`src/rtl/seq_match_monitor_if.sv`:
```
// Bundles the monitor's control inputs and statistics outputs.
// The controller side uses master and the monitor uses slave.
interface seq_match_monitor_if #(
    parameter int CNT_W = 16,
    parameter int GAP_W = 8
);
    logic             det;
    logic             enable;
    logic             clear;
    logic [CNT_W-1:0] thresh;
    logic             irq_ack;
    logic [CNT_W-1:0] match_cnt;
    logic [GAP_W-1:0] last_gap;
    logic             gap_valid;
    logic             overflow;
    logic             irq;

    modport master (
        output det, enable, clear, thresh, irq_ack,
        input  match_cnt, last_gap, gap_valid, overflow, irq
    );

    modport slave (
        input  det, enable, clear, thresh, irq_ack,
        output match_cnt, last_gap, gap_valid, overflow, irq
    );
endinterface

```
`src/rtl/seq_match_monitor.sv`:
```
// Match statistics monitor behind the serial sequence detector.
// The monitor keeps a saturating match count and measures the gap between successive matches.
// It raises a level interrupt when the count reaches a programmable threshold.
module seq_match_monitor #(
    parameter int CNT_W = 16,
    parameter int GAP_W = 8
) (
    input  logic              clk,
    input  logic              rst_n,
    seq_match_monitor_if.slave bus
);
    localparam logic [1:0] IDLE  = 2'd0;
    localparam logic [1:0] COUNT = 2'd1;
    localparam logic [1:0] ALERT = 2'd2;

    localparam logic [CNT_W-1:0] CNT_MAX = '1;
    localparam logic [CNT_W-1:0] CNT_ONE = {{(CNT_W-1){1'b0}}, 1'b1};
    localparam logic [GAP_W-1:0] GAP_MAX = '1;
    localparam logic [GAP_W-1:0] GAP_ONE = {{(GAP_W-1){1'b0}}, 1'b1};

    logic [1:0]       state_reg, state_next;
    logic [CNT_W-1:0] cnt_reg, cnt_next;
    logic [GAP_W-1:0] gap_cnt_reg, gap_cnt_next;
    logic [GAP_W-1:0] last_gap_reg, last_gap_next;
    logic             gap_valid_reg, gap_valid_next;
    logic             overflow_reg, overflow_next;
    logic             seen_first_reg, seen_first_next;

    // Saturating increments shared by the count and gap paths
    logic [CNT_W-1:0] cnt_inc;
    logic [GAP_W-1:0] gap_inc;
    assign cnt_inc = (cnt_reg == CNT_MAX) ? cnt_reg : cnt_reg + CNT_ONE;
    assign gap_inc = (gap_cnt_reg == GAP_MAX) ? gap_cnt_reg : gap_cnt_reg + GAP_ONE;

    // Next-state logic: clear beats enable, enable beats ack, ack beats det
    always_comb begin
        state_next      = state_reg;
        cnt_next        = cnt_reg;
        gap_cnt_next    = gap_cnt_reg;
        last_gap_next   = last_gap_reg;
        gap_valid_next  = gap_valid_reg;
        overflow_next   = overflow_reg;
        seen_first_next = seen_first_reg;

        if (bus.clear) begin
            cnt_next        = '0;
            gap_cnt_next    = '0;
            last_gap_next   = '0;
            gap_valid_next  = 1'b0;
            overflow_next   = 1'b0;
            seen_first_next = 1'b0;
            state_next      = bus.enable ? COUNT : IDLE;
        end else if (!bus.enable) begin
            // Disabled: park in IDLE with every statistic frozen
            state_next = IDLE;
        end else begin
            case (state_reg)
                IDLE: begin
                    state_next = COUNT;
                end
                COUNT: begin
                    if (bus.det) begin
                        cnt_next = cnt_inc;
                        if (cnt_reg == CNT_MAX) begin
                            overflow_next = 1'b1;
                        end
                        if ((cnt_inc == bus.thresh) && (bus.thresh != '0)) begin
                            state_next = ALERT;
                        end
                    end
                end
                ALERT: begin
                    if (bus.irq_ack) begin
                        // A det alongside the ack is the first match of the new window
                        cnt_next   = bus.det ? CNT_ONE : '0;
                        state_next = (bus.det && (bus.thresh == CNT_ONE)) ? ALERT : COUNT;
                    end else if (bus.det) begin
                        cnt_next = cnt_inc;
                        if (cnt_reg == CNT_MAX) begin
                            overflow_next = 1'b1;
                        end
                    end
                end
                default: begin
                    state_next = IDLE;
                end
            endcase

            // Gap timing only runs while actively monitoring
            if ((state_reg == COUNT) || (state_reg == ALERT)) begin
                if (bus.det) begin
                    if (seen_first_reg) begin
                        last_gap_next  = gap_inc;
                        gap_valid_next = 1'b1;
                    end
                    seen_first_next = 1'b1;
                    gap_cnt_next    = '0;
                end else if (seen_first_reg) begin
                    gap_cnt_next = gap_inc;
                end
            end
        end
    end

    // State and statistics registers; reset is asynchronous so irq drops at once
    always_ff @(posedge clk or negedge rst_n) begin
        if (!rst_n) begin
            state_reg      <= IDLE;
            cnt_reg        <= '0;
            gap_cnt_reg    <= '0;
            last_gap_reg   <= '0;
            gap_valid_reg  <= 1'b0;
            overflow_reg   <= 1'b0;
            seen_first_reg <= 1'b0;
        end else begin
            state_reg      <= state_next;
            cnt_reg        <= cnt_next;
            gap_cnt_reg    <= gap_cnt_next;
            last_gap_reg   <= last_gap_next;
            gap_valid_reg  <= gap_valid_next;
            overflow_reg   <= overflow_next;
            seen_first_reg <= seen_first_next;
        end
    end

    assign bus.match_cnt = cnt_reg;
    assign bus.last_gap  = last_gap_reg;
    assign bus.gap_valid = gap_valid_reg;
    assign bus.overflow  = overflow_reg;
    assign bus.irq       = (state_reg == ALERT);
endmodule

```
`src/flat_wrapper.sv`:
```
// flat-port wrapper written by rule: the top's interface ports become plain ports
module seq_match_monitor_flat 
#(
    parameter int CNT_W = 16,
    parameter int GAP_W = 8
)
  (clk, rst_n, bus_det, bus_enable, bus_clear, bus_thresh, bus_irq_ack, bus_match_cnt, bus_last_gap, bus_gap_valid, bus_overflow, bus_irq);
  seq_match_monitor_if #(.CNT_W(CNT_W), .GAP_W(GAP_W)) bus_i ();
  input  logic clk;
  input  logic rst_n;
  input wire logic [$bits(bus_i.det)-1:0] bus_det;
  input wire logic [$bits(bus_i.enable)-1:0] bus_enable;
  input wire logic [$bits(bus_i.clear)-1:0] bus_clear;
  input wire logic [$bits(bus_i.thresh)-1:0] bus_thresh;
  input wire logic [$bits(bus_i.irq_ack)-1:0] bus_irq_ack;
  output wire logic [$bits(bus_i.match_cnt)-1:0] bus_match_cnt;
  output wire logic [$bits(bus_i.last_gap)-1:0] bus_last_gap;
  output wire logic [$bits(bus_i.gap_valid)-1:0] bus_gap_valid;
  output wire logic [$bits(bus_i.overflow)-1:0] bus_overflow;
  output wire logic [$bits(bus_i.irq)-1:0] bus_irq;
  assign bus_i.det = bus_det;
  assign bus_i.enable = bus_enable;
  assign bus_i.clear = bus_clear;
  assign bus_i.thresh = bus_thresh;
  assign bus_i.irq_ack = bus_irq_ack;
  assign bus_match_cnt = bus_i.match_cnt;
  assign bus_last_gap = bus_i.last_gap;
  assign bus_gap_valid = bus_i.gap_valid;
  assign bus_overflow = bus_i.overflow;
  assign bus_irq = bus_i.irq;
  seq_match_monitor #(.CNT_W(CNT_W), .GAP_W(GAP_W)) u_core (.clk(clk), .rst_n(rst_n), .bus(bus_i));
endmodule
```
`config.mk`:
```
export PLATFORM = sky130hd
export DESIGN_NAME = seq_match_monitor_flat
export DESIGN_NICKNAME = d
export VERILOG_FILES = /design/src/rtl/seq_match_monitor_if.sv /design/src/rtl/seq_match_monitor.sv /design/src/flat_wrapper.sv
export SDC_FILE = /design/constraint.sdc
export NUM_CORES = 1
export LEC_CHECK = 0
export ABC_CLOCK_PERIOD_IN_PS = 9770
export CAP_MARGIN = 10
export CORE_ASPECT_RATIO = 0.8
export CORE_MARGIN = 10
export CORE_UTILIZATION = 35
export CTS_BUF_LIST = sky130_fd_sc_hd__clkbuf_8
export DETAILED_ROUTE_END_ITERATION = 6
export GPL_ROUTABILITY_DRIVEN = 0
export REMOVE_ABC_BUFFERS = 1
export SETUP_SLACK_MARGIN = 0.4
export SLEW_MARGIN = 20
export SYNTH_ARGS = -nofsm -noshare
export SYNTH_HDL_FRONTEND = slang
export SYNTH_SLANG_ARGS = --single-unit
```
`constraint.sdc`:
```
create_clock -name clk -period 9.77 [get_ports clk]
set_clock_uncertainty 0.2 [all_clocks]
set_input_delay 1.954 -clock clk [delete_from_list [all_inputs] [get_ports clk]]
set_output_delay 1.954 -clock clk [all_outputs]
set_load 0.01 [all_outputs]
```
**Yosys cells after proc, flatten, opt, wreduce, memory -nomap -nowiden**

Cells that the tools add are included.

- Register bits: 37
- Bits of input ports: 22
- Output and inout port bits: 27
- Word-level logic and storage cells: 76

- Add/sub/neg operators: 2
- Eq/ne operators: 10
- Multiplexer cells: 40
- Reductions and logical operators: 17

Operators with widths:

| kind | count |
|---|---|
| $mux 16 | 5 |
| $mux 8 | 10 |
| $pmux 16 s2 | 1 |
| $add 16x1->16 const B | 1 |
| $eq 16x1->1 const B | 1 |
| $eq 16x16->1 | 1 |
| $eq 16x16->1 const B | 1 |
| $mux 1 | 16 |
| $reduce_bool 16->1 | 1 |
| $mux 2 | 6 |
| $reduce_and 3->1 | 4 |
| $add 8x1->8 const B | 1 |
| $eq 8x8->1 const B | 1 |
| $ne 4x4->1 const B | 2 |
| $reduce_bool 2->1 | 4 |
| $pmux 2 s3 | 1 |
| $reduce_bool 3->1 | 2 |
| $ne 4x3->1 const B | 1 |
| $reduce_and 4->1 | 1 |
| $ne 3x3->1 const B | 1 |
| $eq 2x1->1 const B | 1 |
| $eq 2x2->1 const B | 1 |
| $logic_and 1x1->1 | 2 |
| $logic_not 2->1 | 1 |
| other kinds (3) | 3 |

**Logic depth before layout (Yosys ltp)**

Gate-level depths: netlist (run 1).

- Word-level depth: 9
- Mapped depth: 11
- Mapped depth without buffers: 10

**Worst setup path before layout (run 1)**

OpenSTA, ideal clock, no wires.

- Kind: input to register
- Start: input port bus_thresh[9]
- End: register u_core.state_reg[1]
- Data arrival time: 3664 ps
- Slack: 5775 ps
- Stages: 8
- Path buffers: 0
- Path through: nand2b_1 -> o221a_2 -> o221ai_1 -> a2111oi_0 -> nand4_1 -> nor4_1 -> a31oi_1 -> or3_1

- Longest elaborated chain between the ends: 7
- Elaborated cells on any way between the ends: 12
- Those cells by class: eq/ne (3); mux (5); reduce/logical (4)

Ends and longest elaborated chain:

| what | line | RTL |
|---|---|---|
| start: declaration | flat_wrapper.sv:14 | `input wire logic [$bits(bus_i.thresh)-1:0] bus_thresh;` |
| $eq 16x1->1 | seq_match_monitor.sv:76 | `state_next = (bus.det && (bus.thresh == CNT_ONE)) ? ALERT : COUNT;` |
| $logic_and 1x1->1 | seq_match_monitor.sv:76 |  |
| $mux 2 | seq_match_monitor.sv:76 |  |
| $mux 2 | seq_match_monitor.sv:73 | `if (bus.irq_ack) begin` |
| $pmux 2 s3 | seq_match_monitor.sv:57 | `case (state_reg)` |
| $mux 2 | seq_match_monitor.sv:53 | `end else if (!bus.enable) begin` |
| $mux 2 | seq_match_monitor.sv:45 | `if (bus.clear) begin` |
| end signal: assignment | seq_match_monitor.sv:116 | `state_reg <= state_next;` |
| end: declaration | seq_match_monitor.sv:21 | `logic [1:0] state_reg, state_next;` |

Parallel ways exist; a longest one is shown, timed or not. The select of a mux whose other input is x is not followed.
A chain may end at the register's enable or synchronous reset.

**Final worst setup path (run 1)**

- Start: input port bus_det
- End: register u_core.state_reg[1]

- Longest elaborated chain between the ends: 6
- Elaborated cells on any way between the ends: 8
- Those cells by class: eq/ne (1); mux (5); reduce/logical (2)

Ends and longest elaborated chain:

| what | line | RTL |
|---|---|---|
| start: declaration | flat_wrapper.sv:11 | `input wire logic [$bits(bus_i.det)-1:0] bus_det;` |
| $logic_and 1x1->1 | seq_match_monitor.sv:76 |  |
| $mux 2 | seq_match_monitor.sv:76 |  |
| $mux 2 | seq_match_monitor.sv:73 |  |
| $pmux 2 s3 | seq_match_monitor.sv:57 |  |
| $mux 2 | seq_match_monitor.sv:53 |  |
| $mux 2 | seq_match_monitor.sv:45 |  |

Parallel ways exist; a longest one is shown, timed or not. The select of a mux whose other input is x is not followed.

==> results of run 1 <==
==> power groups by stage <==
stage / clock network (uW) / logic, uW / registers, uW
2_1_floorplan: 0 / 25.3 / 161
3_3_place_gp: 0 / 50.9 / 161
3_5_place_dp: 0 / 51.9 / 161
4_1_cts: 140 / 52.1 / 158
5_1_grt: 146 / 58.2 / 159
6_report: 136 / 52.0 / 158
==> path summary, 6_finish.rpt <==
check / from / to / slack (ns) / depth (start not counted)
max in group asynchronous: rst_n / u_core.bus.match_cnt[6]$_DFFE_PN0P_ / 7.23 / 1
worst max-delay path: bus_det / u_core.state_reg[1]$_DFFE_PN0P_ / 5.09 / 8
worst min-delay path: u_core.bus.gap_valid$_DFFE_PN0P_ / u_core.bus.gap_valid$_DFFE_PN0P_ / 0.31 / 2
worst max register to register: u_core.bus.match_cnt[0]$_DFFE_PN0P_ / u_core.state_reg[1]$_DFFE_PN0P_ / 5.91 / 9
worst min register to register: u_core.bus.gap_valid$_DFFE_PN0P_ / u_core.bus.gap_valid$_DFFE_PN0P_ / 0.31 / 2
min in group asynchronous: rst_n / u_core.bus.last_gap[6]$_DFFE_PN0P_ / 1.58 / 1
==> cells by family (layout without fill, tap and decap cells) <==
logic type / after synthesis / after routing / share of synthesized area, %
AOI/OAI and AO/OA: 109 / 109 / 24.90
and+or+nand+nor: 144 / 144 / 26.80
buffers and inverters: 31 / 70 / 6.452
xor gates and xnor gates: 20 / 20 / 6.022
adders and majority gates: 7 / 7 / 2.968
DFF: 37 / 37 / 31.83
muxes: 3 / 3 / 1.032
==> layout make-up <==
cell class	count	share of cell area, %
timing repair buffer	49	13.78
sequential	37	26.41
clock buffer	5	1.963
clock inverter	3	1.213
tap	108	3.854
inverter	13	1.392
multi-input combinational	283	51.39
==> routing by layer <==
metal	share of wire (%)	routed length [um]	global-route usage, %
met5	0	0	0
met4	1.1	93	3.568
met3	8.2	722	4.002
met2	43	3807	20.70
met1	48	4231	20.08
==> worst max-delay path, delay by kind of cell <==
family                 cells  cell delay [ns]
and+or+nand+nor            3             0.97
buffers and inverters      1             0.79
AOI/OAI and AO/OA          4             0.94
==> metrics by stage <==
step	util, %	cells	hold WS, ns	area, sq um	power (uW)
global placement	42.25	490	0.2811	3388	212.2
finish	43.72	498	0.3113	3506	346.3
CTS	43.72	498	0.3091	3506	350.0
detailed placement	42.33	490	0.2899	3395	213.2
global route	43.72	498	0.3495	3506	363.1
floorplan	-	333	0.2905	2770	186.1
==> cell usage after synthesis (all sizes together), types with 10 or more instances <==
cell type	n	area, sq um
a21oi	25	125.1
a31oi	10	62.56
clkbuf	12	67.57
nor3	10	50.05
xnor2	12	105.1
dfrtp	37	925.9
o21ai	30	150.1
nand4	10	98.84
nand2	32	120.1
nand3	18	95.09
inv	13	48.80
nor2	41	156.4
==> results.json, run 1 <==
{
  "status": "finished clean",
  "power.share.clock_pct": 39.3,
  "die_x_um": 121.9,
  "drc_errors": 0,
  "final_cell_mix": "clkdlybuf4s50_1, nor2_1, dfrtp_1, nand2_1, o21ai_0",
  "portBuffers": 48,
  "seqCellArea_sq_um": 925.9,
  "synth_cell_types": 68,
  "p_sw_share_pct": 26.81,
  "std_cell_rows": 29,
  "grt_usage_pct": 14.22,
  "tritoncts": "built",
  "ys_seq_area_share_pct": 31.83,
  "totalWireLength_mm": 8.854,
  "path_cells": "clkdlybuf4s50_1 > o221a_2 > o221ai_1 > a2111oi_0 > nand4_1 > nor4_1 > a31oi_1 > or3_1",
  "fmax_ghz": 0.2136,
  "cp-end-kind": "flip-flop",
  "antenna_found_initial": 0,
  "crit_arrival_ns": 4.66,
  "grt_pass1_wl_mm": 14.28,
  "fill_cells": 804,
  "cp_slowest_cell": "clkdlybuf4s50_1",
  "cts_root_buf": "clkbuf_8",
  "layout_commonest_cell": "clkdlybuf4s50_1",
  "worst_slew_pin_slew_ns": 0.8897,
  "drt-vias-per-instance": 5.641,
  "min_period_ns": 4.681,
  "post-route-period-util_pct": 47.91,
  "ctsHoldBuffers": 0,
  "power_frac_comb_pct": 15.0,
  "ys_ff_latch": 37,
  "die_h_um": 101.5,
  "dr.pass1.iters": 4,
  "dp_hpwl_mm": 6.662,
  "rsz0062_at_grt": "no",
  "syn_avg_cell_area_sq_um": 8.288,
  "core_area_sq_um": 8019,
  "grt_pass1_vias": 2640,
  "diodes": 0,
  "post_cts_buffers": 0,
  "drv_cap": 0,
  "dpl_worst_slack_ns": 4.846,
  "vias": 2809,
  "required_ns": 9.75,
  "wl_per_cell_um": 17.78,
  "final-setup-viol-count": 0,
  "yosys_warnings": 0,
  "clkTransAtPathRegs_ns": 0.08,
  "p_leak_uw": 0.001329,
  "clock_sinks": 37,
  "dieArea_sq_um": 12380,
  "cp_max_fo": 16,
  "insertion_delay_ns": 0.29,
  "cts_max_path_buffers": 2,
  "ant_nets": 0,
  "pwr-share-seq_pct": 45.7,
  "synth_ff_type": "dfrtp_1",
  "dr.first_iter.drc_count": 157,
  "slew_headroom_pct": 40.69,
  "cts_buffers": 5,
  "largest_register_ffs": 16,
  "ios": 49,
  "cts_max_level": 2,
  "synth-edff-count": 0,
  "area_delta_synth_final_pct": 20.52,
  "internal-power_uw": 253.4,
  "multi_input_area_sq_um": 1802,
  "drive_gt1_share_pct": 7.949,
  "syn-cell-area_sq_um": 2909,
  "hold_class": "reg -> reg",
  "final_nets": 417,
  "fin_tns_setup_ns": 0,
  "async_flop_share_pct": 100.0,
  "p_sw_uw": 92.82,
  "finalHoldViolations": 0,
  "startpoint_type": "primary input",
  "grt_max_degree": 38,
  "initial_utilization_pct": 36.28,
  "grt.overflow.total": 0,
  "peakVddDrop_mv": 0.05041,
  "cts_resized": 0,
  "crit_type": "in -> reg",
  "drv_slew": 0,
  "powerDensity_nw_per_um2": 98.77,
  "critPathMaxStageDelay_ns": 0.79,
  "postSynthCellCount": 351,
  "fin_ws_ns": 5.089
}
Power figures use the tool's default switching activity.
==> run 2, diff against run 1 <==
- ABC_CLOCK_PERIOD_IN_PS: 9770 -> 4900
- clock period: 9.77 -> 4.9 ns (I/O delays scaled with it)
==> results.json, run 2 (synthesis gave the netlist of run 1 again) <==
{
  "status": "finished clean",
  "p_leak_uw": 0.001337,
  "grt_usage_pct": 14.50,
  "dp_hpwl_mm": 6.784,
  "seqCellArea_sq_um": 925.9,
  "slew_headroom_pct": 40.45,
  "layout_commonest_cell": "clkdlybuf4s50_1",
  "final_util_pct": 43.83,
  "dr.first_iter.drc_count": 204,
  "die_x_um": 121.9,
  "initial_utilization_pct": 36.28,
  "dieArea_sq_um": 12380,
  "grt_pass1_vias": 2743,
  "core_area_sq_um": 8019,
  "cts_resized": 0,
  "drv_slew": 0,
  "cts_max_level": 2,
  "peakVddDrop_mv": 0.1147,
  "finalHoldViolations": 0,
  "drc_errors": 0,
  "cp_max_fo": 10,
  "final-setup-viol-count": 0,
  "crit_arrival_ns": 3.80,
  "post_cts_buffers": 0,
  "ios": 49,
  "ctsHoldBuffers": 0,
  "rrSetupSlack_ns": 1.09,
  "cts_buffers": 5,
  "portBuffers": 48,
  "largest_register_ffs": 16,
  "grt_pass1_wl_mm": 14.57,
  "cp-end-kind": "flip-flop",
  "rsz0062_at_grt": "no",
  "totalWireLength_mm": 9.093,
  "post_dp_cell_area_sq_um": 3403,
  "holdWs_ns": 0.3051,
  "grt.overflow.total": 0,
  "clkTransAtPathRegs_ns": 0.09,
  "grt_max_degree": 38,
  "fill_cells": 812,
  "antenna_found_initial": 0,
  "tritoncts": "built",
  "powerDensity_nw_per_um2": 199.1,
  "diodes": 0,
  "startpoint_type": "flip-flop",
  "cts_root_buf": "clkbuf_8",
  "worst_slew_pin_slew_ns": 0.8932,
  "vias": 2897,
  "multi_input_area_sq_um": 1795,
  "drv_cap": 0,
  "die_h_um": 101.5,
  "final_cell_area_sq_um": 3515,
  "ant_nets": 0,
  "drive_gt1_share_pct": 8.163,
  "power.total_uw": 699.8,
  "required_ns": 4.89,
  "fmax_ghz": 0.2624,
  "crit_type": "reg -> reg",
  "hold_class": "reg -> reg",
  "fin_tns_setup_ns": 0,
  "area_delta_synth_final_pct": 20.82,
  "clock_sinks": 37,
  "min_period_ns": 3.811,
  "std_cell_rows": 29,
  "cts_max_path_buffers": 2,
  "drt-vias-per-instance": 5.794,
  "final_cell_mix": "clkdlybuf4s50_1, nor2_1, dfrtp_1, nand2_1, o21ai_0",
  "dr.pass1.iters": 5,
  "post-route-period-util_pct": 77.77,
  "wl_per_cell_um": 18.19,
  "final_nets": 419,
  "insertion_delay_ns": 0.31
}
[run 2: worst paths after layout]
check / from / to / depth (start not counted)
max: u_core.bus.match_cnt[0]$_DFFE_PN0P_ / u_core.state_reg[1]$_DFFE_PN0P_ / 9
min: u_core.bus.gap_valid$_DFFE_PN0P_ / u_core.bus.gap_valid$_DFFE_PN0P_ / 2
max reg2reg: u_core.bus.match_cnt[0]$_DFFE_PN0P_ / u_core.state_reg[1]$_DFFE_PN0P_ / 9
min reg2reg: u_core.bus.gap_valid$_DFFE_PN0P_ / u_core.bus.gap_valid$_DFFE_PN0P_ / 2
max in group asynchronous: rst_n / u_core.bus.match_cnt[5]$_DFFE_PN0P_ / 1
min in group asynchronous: rst_n / u_core.bus.last_gap[7]$_DFFE_PN0P_ / 1
[run 2: critical path, stage by stage (launching register included)]
cell	delay (ns)
dfrtp_1	0.55
ha_1	0.40
nand3_1	0.28
nor3_1	0.45
xor2_1	0.14
a2111oi_0	0.59
nand4_1	0.19
nor4_1	0.39
a31oi_1	0.12
or3_1	0.39
[run 2: stage by stage]
| step | setup slack [ns] | cells |
|---|---|---|
| 6_report | 1.089 | 500 |
| 5_1_grt | 0.8817 | 500 |
| 4_1_cts | 1.180 | 500 |
| 3_5_place_dp | 0.9203 | 492 |
| 3_3_place_gp | 1.140 | 492 |
| 2_1_floorplan | 1.723 | 333 |
[run 2: layer usage]
layer	global-route usage, %	part of all wire, %	up-vias
met2	21.20	43	124
met4	4.392	1.3	0
met5	0	0	-
li1	-	-	1383
met1	20.30	47	1374
met3	3.835	8.5	16
[run 2: final cells by class]
| class | instances | area share, % |
|---|---|---|
| Multi-Input combinational cell | 283 | 51.09 |
| Clock inverter | 3 | 1.210 |
| Timing Repair Buffer | 51 | 14.17 |
| Tap cell | 108 | 3.845 |
| Sequential cell | 37 | 26.34 |
| Inverter | 13 | 1.388 |
| Clock buffer | 5 | 1.958 |
[run 2: report_power, final]
part / switching [uW] / total (uW) / internal (uW)
sequential: 6.11 / 316 / 309
clock: 127 / 278 / 151
combinational: 59.9 / 106 / 46.1
==> run 3, diff against run 2 <==
- ABC_CLOCK_PERIOD_IN_PS: 4900 -> 3100
- clock period: 4.9 -> 3.1 ns (I/O delays scaled with it)
==> results.json, run 3 (synthesis gave the netlist of run 1 again) <==
{
  "ctsHoldBuffers": 0,
  "ios": 49,
  "fmax_ghz": 0.3382,
  "antenna_found_initial": 0,
  "power.total_uw": 1048,
  "post-route-period-util_pct": 95.38,
  "wl_per_cell_um": 17.48,
  "std_cell_rows": 29,
  "cp-end-kind": "flip-flop",
  "drc_errors": 0,
  "portBuffers": 48,
  "slew_headroom_pct": 42.84,
  "final_cell_mix": "buf_4, clkdlybuf4s50_1, nor2_1, dfrtp_1, nand2_1",
  "clkTransAtPathRegs_ns": 0.07,
  "ant_nets": 0,
  "fill_cells": 789,
  "die_x_um": 121.9,
  "drive_gt1_share_pct": 22.89,
  "cts_max_path_buffers": 2,
  "rsz0062_at_grt": "yes",
  "multi_input_area_sq_um": 1871,
  "dpl_worst_slack_ns": -0.3353,
  "peakVddDrop_mv": 0.1591,
  "fin_ws_ns": 0.1433,
  "dr.first_iter.drc_count": 329,
  "cp_max_fo": 6,
  "area_delta_synth_final_pct": 38.54,
  "vias": 3132,
  "cts_buffers": 5,
  "crit_type": "reg -> reg",
  "status": "finished clean",
  "grt_pass1_vias": 3055,
  "crit_arrival_ns": 2.99,
  "drv_cap": 0,
  "layout_commonest_cell": "buf_4",
  "grt_pass1_wl_mm": 15.57,
  "initial_utilization_pct": 36.28,
  "die_h_um": 101.5,
  "worst_slew_pin_slew_ns": 0.8575,
  "grt_usage_pct": 15.56,
  "hold_class": "in -> async",
  "p_leak_uw": 0.001637,
  "grt_max_degree": 38,
  "worst-r2r-cell-count": 11,
  "startpoint_type": "flip-flop",
  "largest_register_ffs": 16,
  "powerDensity_nw_per_um2": 260.1,
  "final_util_pct": 50.26,
  "cts_root_buf": "clkbuf_8",
  "drv_slew": 0,
  "final_nets": 478,
  "holdWs_ns": 0.2395,
  "dr.pass1.iters": 5,
  "diodes": 0,
  "core_area_sq_um": 8019,
  "required_ns": 3.13,
  "final-setup-viol-count": 0,
  "drt-vias-per-instance": 5.613,
  "cts_max_level": 2,
  "seqCellArea_sq_um": 928.4,
  "dieArea_sq_um": 12380,
  "insertion_delay_ns": 0.29,
  "clock_sinks": 37,
  "dp_hpwl_mm": 7.534,
  "tritoncts": "built",
  "finalHoldViolations": 0,
  "min_period_ns": 2.957,
  "totalWireLength_mm": 9.756,
  "grt.overflow.total": 0
}
[run 3: cell types whose count changed in the layout (fill, tap and decap cells not counted), sizes merged]
cell | previous run | this run
clkinv | 1 | 0
clkbuf | 5 | 6
buf | 4 | 63
inv | 14 | 13
clkinvlp | 0 | 1
bufinv | 1 | 0
[run 3: repair_timing]
item / CTS / global route
setup buffers: 1 / 3
gates resized for setup: 9 / 9
setup endpoints to repair: 2 / 16
cloned: 0 / 0
pin swaps: 9 / 11
[run 3: metrics by stage]
step                std cells  cell area, sq um  TNS [ns]
detailed placement        547              3816   -0.5696
CTS                       555              3978         0
floorplan                 333              2770   -0.1040
finish                    558              4030         0
global placement          547              3816   -0.3564
global route              558              4030         0
[run 3: critical path, cell delays in order, from the launching register on]
cell and delay [ns]:
dfrtp_1 0.39, ha_4 0.17, nand3_2 0.07, buf_6 0.14
nor4_4 0.34, buf_4 0.20, nor2_2 0.04, maj3_2 0.30
o21a_1 0.22, or4_4 0.56, nor4_2 0.14, or3_1 0.13
[run 3: final cells by class]
cell class | instances | share of cell area, %
clock buffer | 6 | 2.049
clock inverter | 1 | 0.1863
inverter | 13 | 1.211
multi-input combinational | 283 | 46.41
sequential | 37 | 23.04
tap | 108 | 3.353
timing repair buffer | 110 | 23.75
[run 3: routing by layer]
metal,part of all wire (%),global-route usage [%],vias to the layer above
li1,-,-,1498
met1,46,22.08,1482
met2,44,23.47,138
met3,9.2,2.946,14
met4,1.3,4.209,0
met5,0,0,-
[run 3: worst paths after layout]
kind	slack (ns)	startpoint	to
max	0.14	u_core.bus.match_cnt[0]$_DFFE_PN0P_	u_core.state_reg[1]$_DFFE_PN0P_
min reg2reg	0.32	u_core.bus.gap_valid$_DFFE_PN0P_	u_core.bus.gap_valid$_DFFE_PN0P_
max reg2reg	0.14	u_core.bus.match_cnt[0]$_DFFE_PN0P_	u_core.state_reg[1]$_DFFE_PN0P_
min	0.24	rst_n	u_core.bus.last_gap[7]$_DFFE_PN0P_
min in group clk	0.32	u_core.bus.gap_valid$_DFFE_PN0P_	u_core.bus.gap_valid$_DFFE_PN0P_
max in group asynchronous	1.88	rst_n	u_core.bus.match_cnt[11]$_DFFE_PN0P_
[run 3: report_power, final]
part / leakage (uW) / switching [uW] / internal, uW
clock: 0.0000433 / 179 / 176
combinational: 0.00108 / 103 / 92.8
sequential: 0.000510 / 8.17 / 489
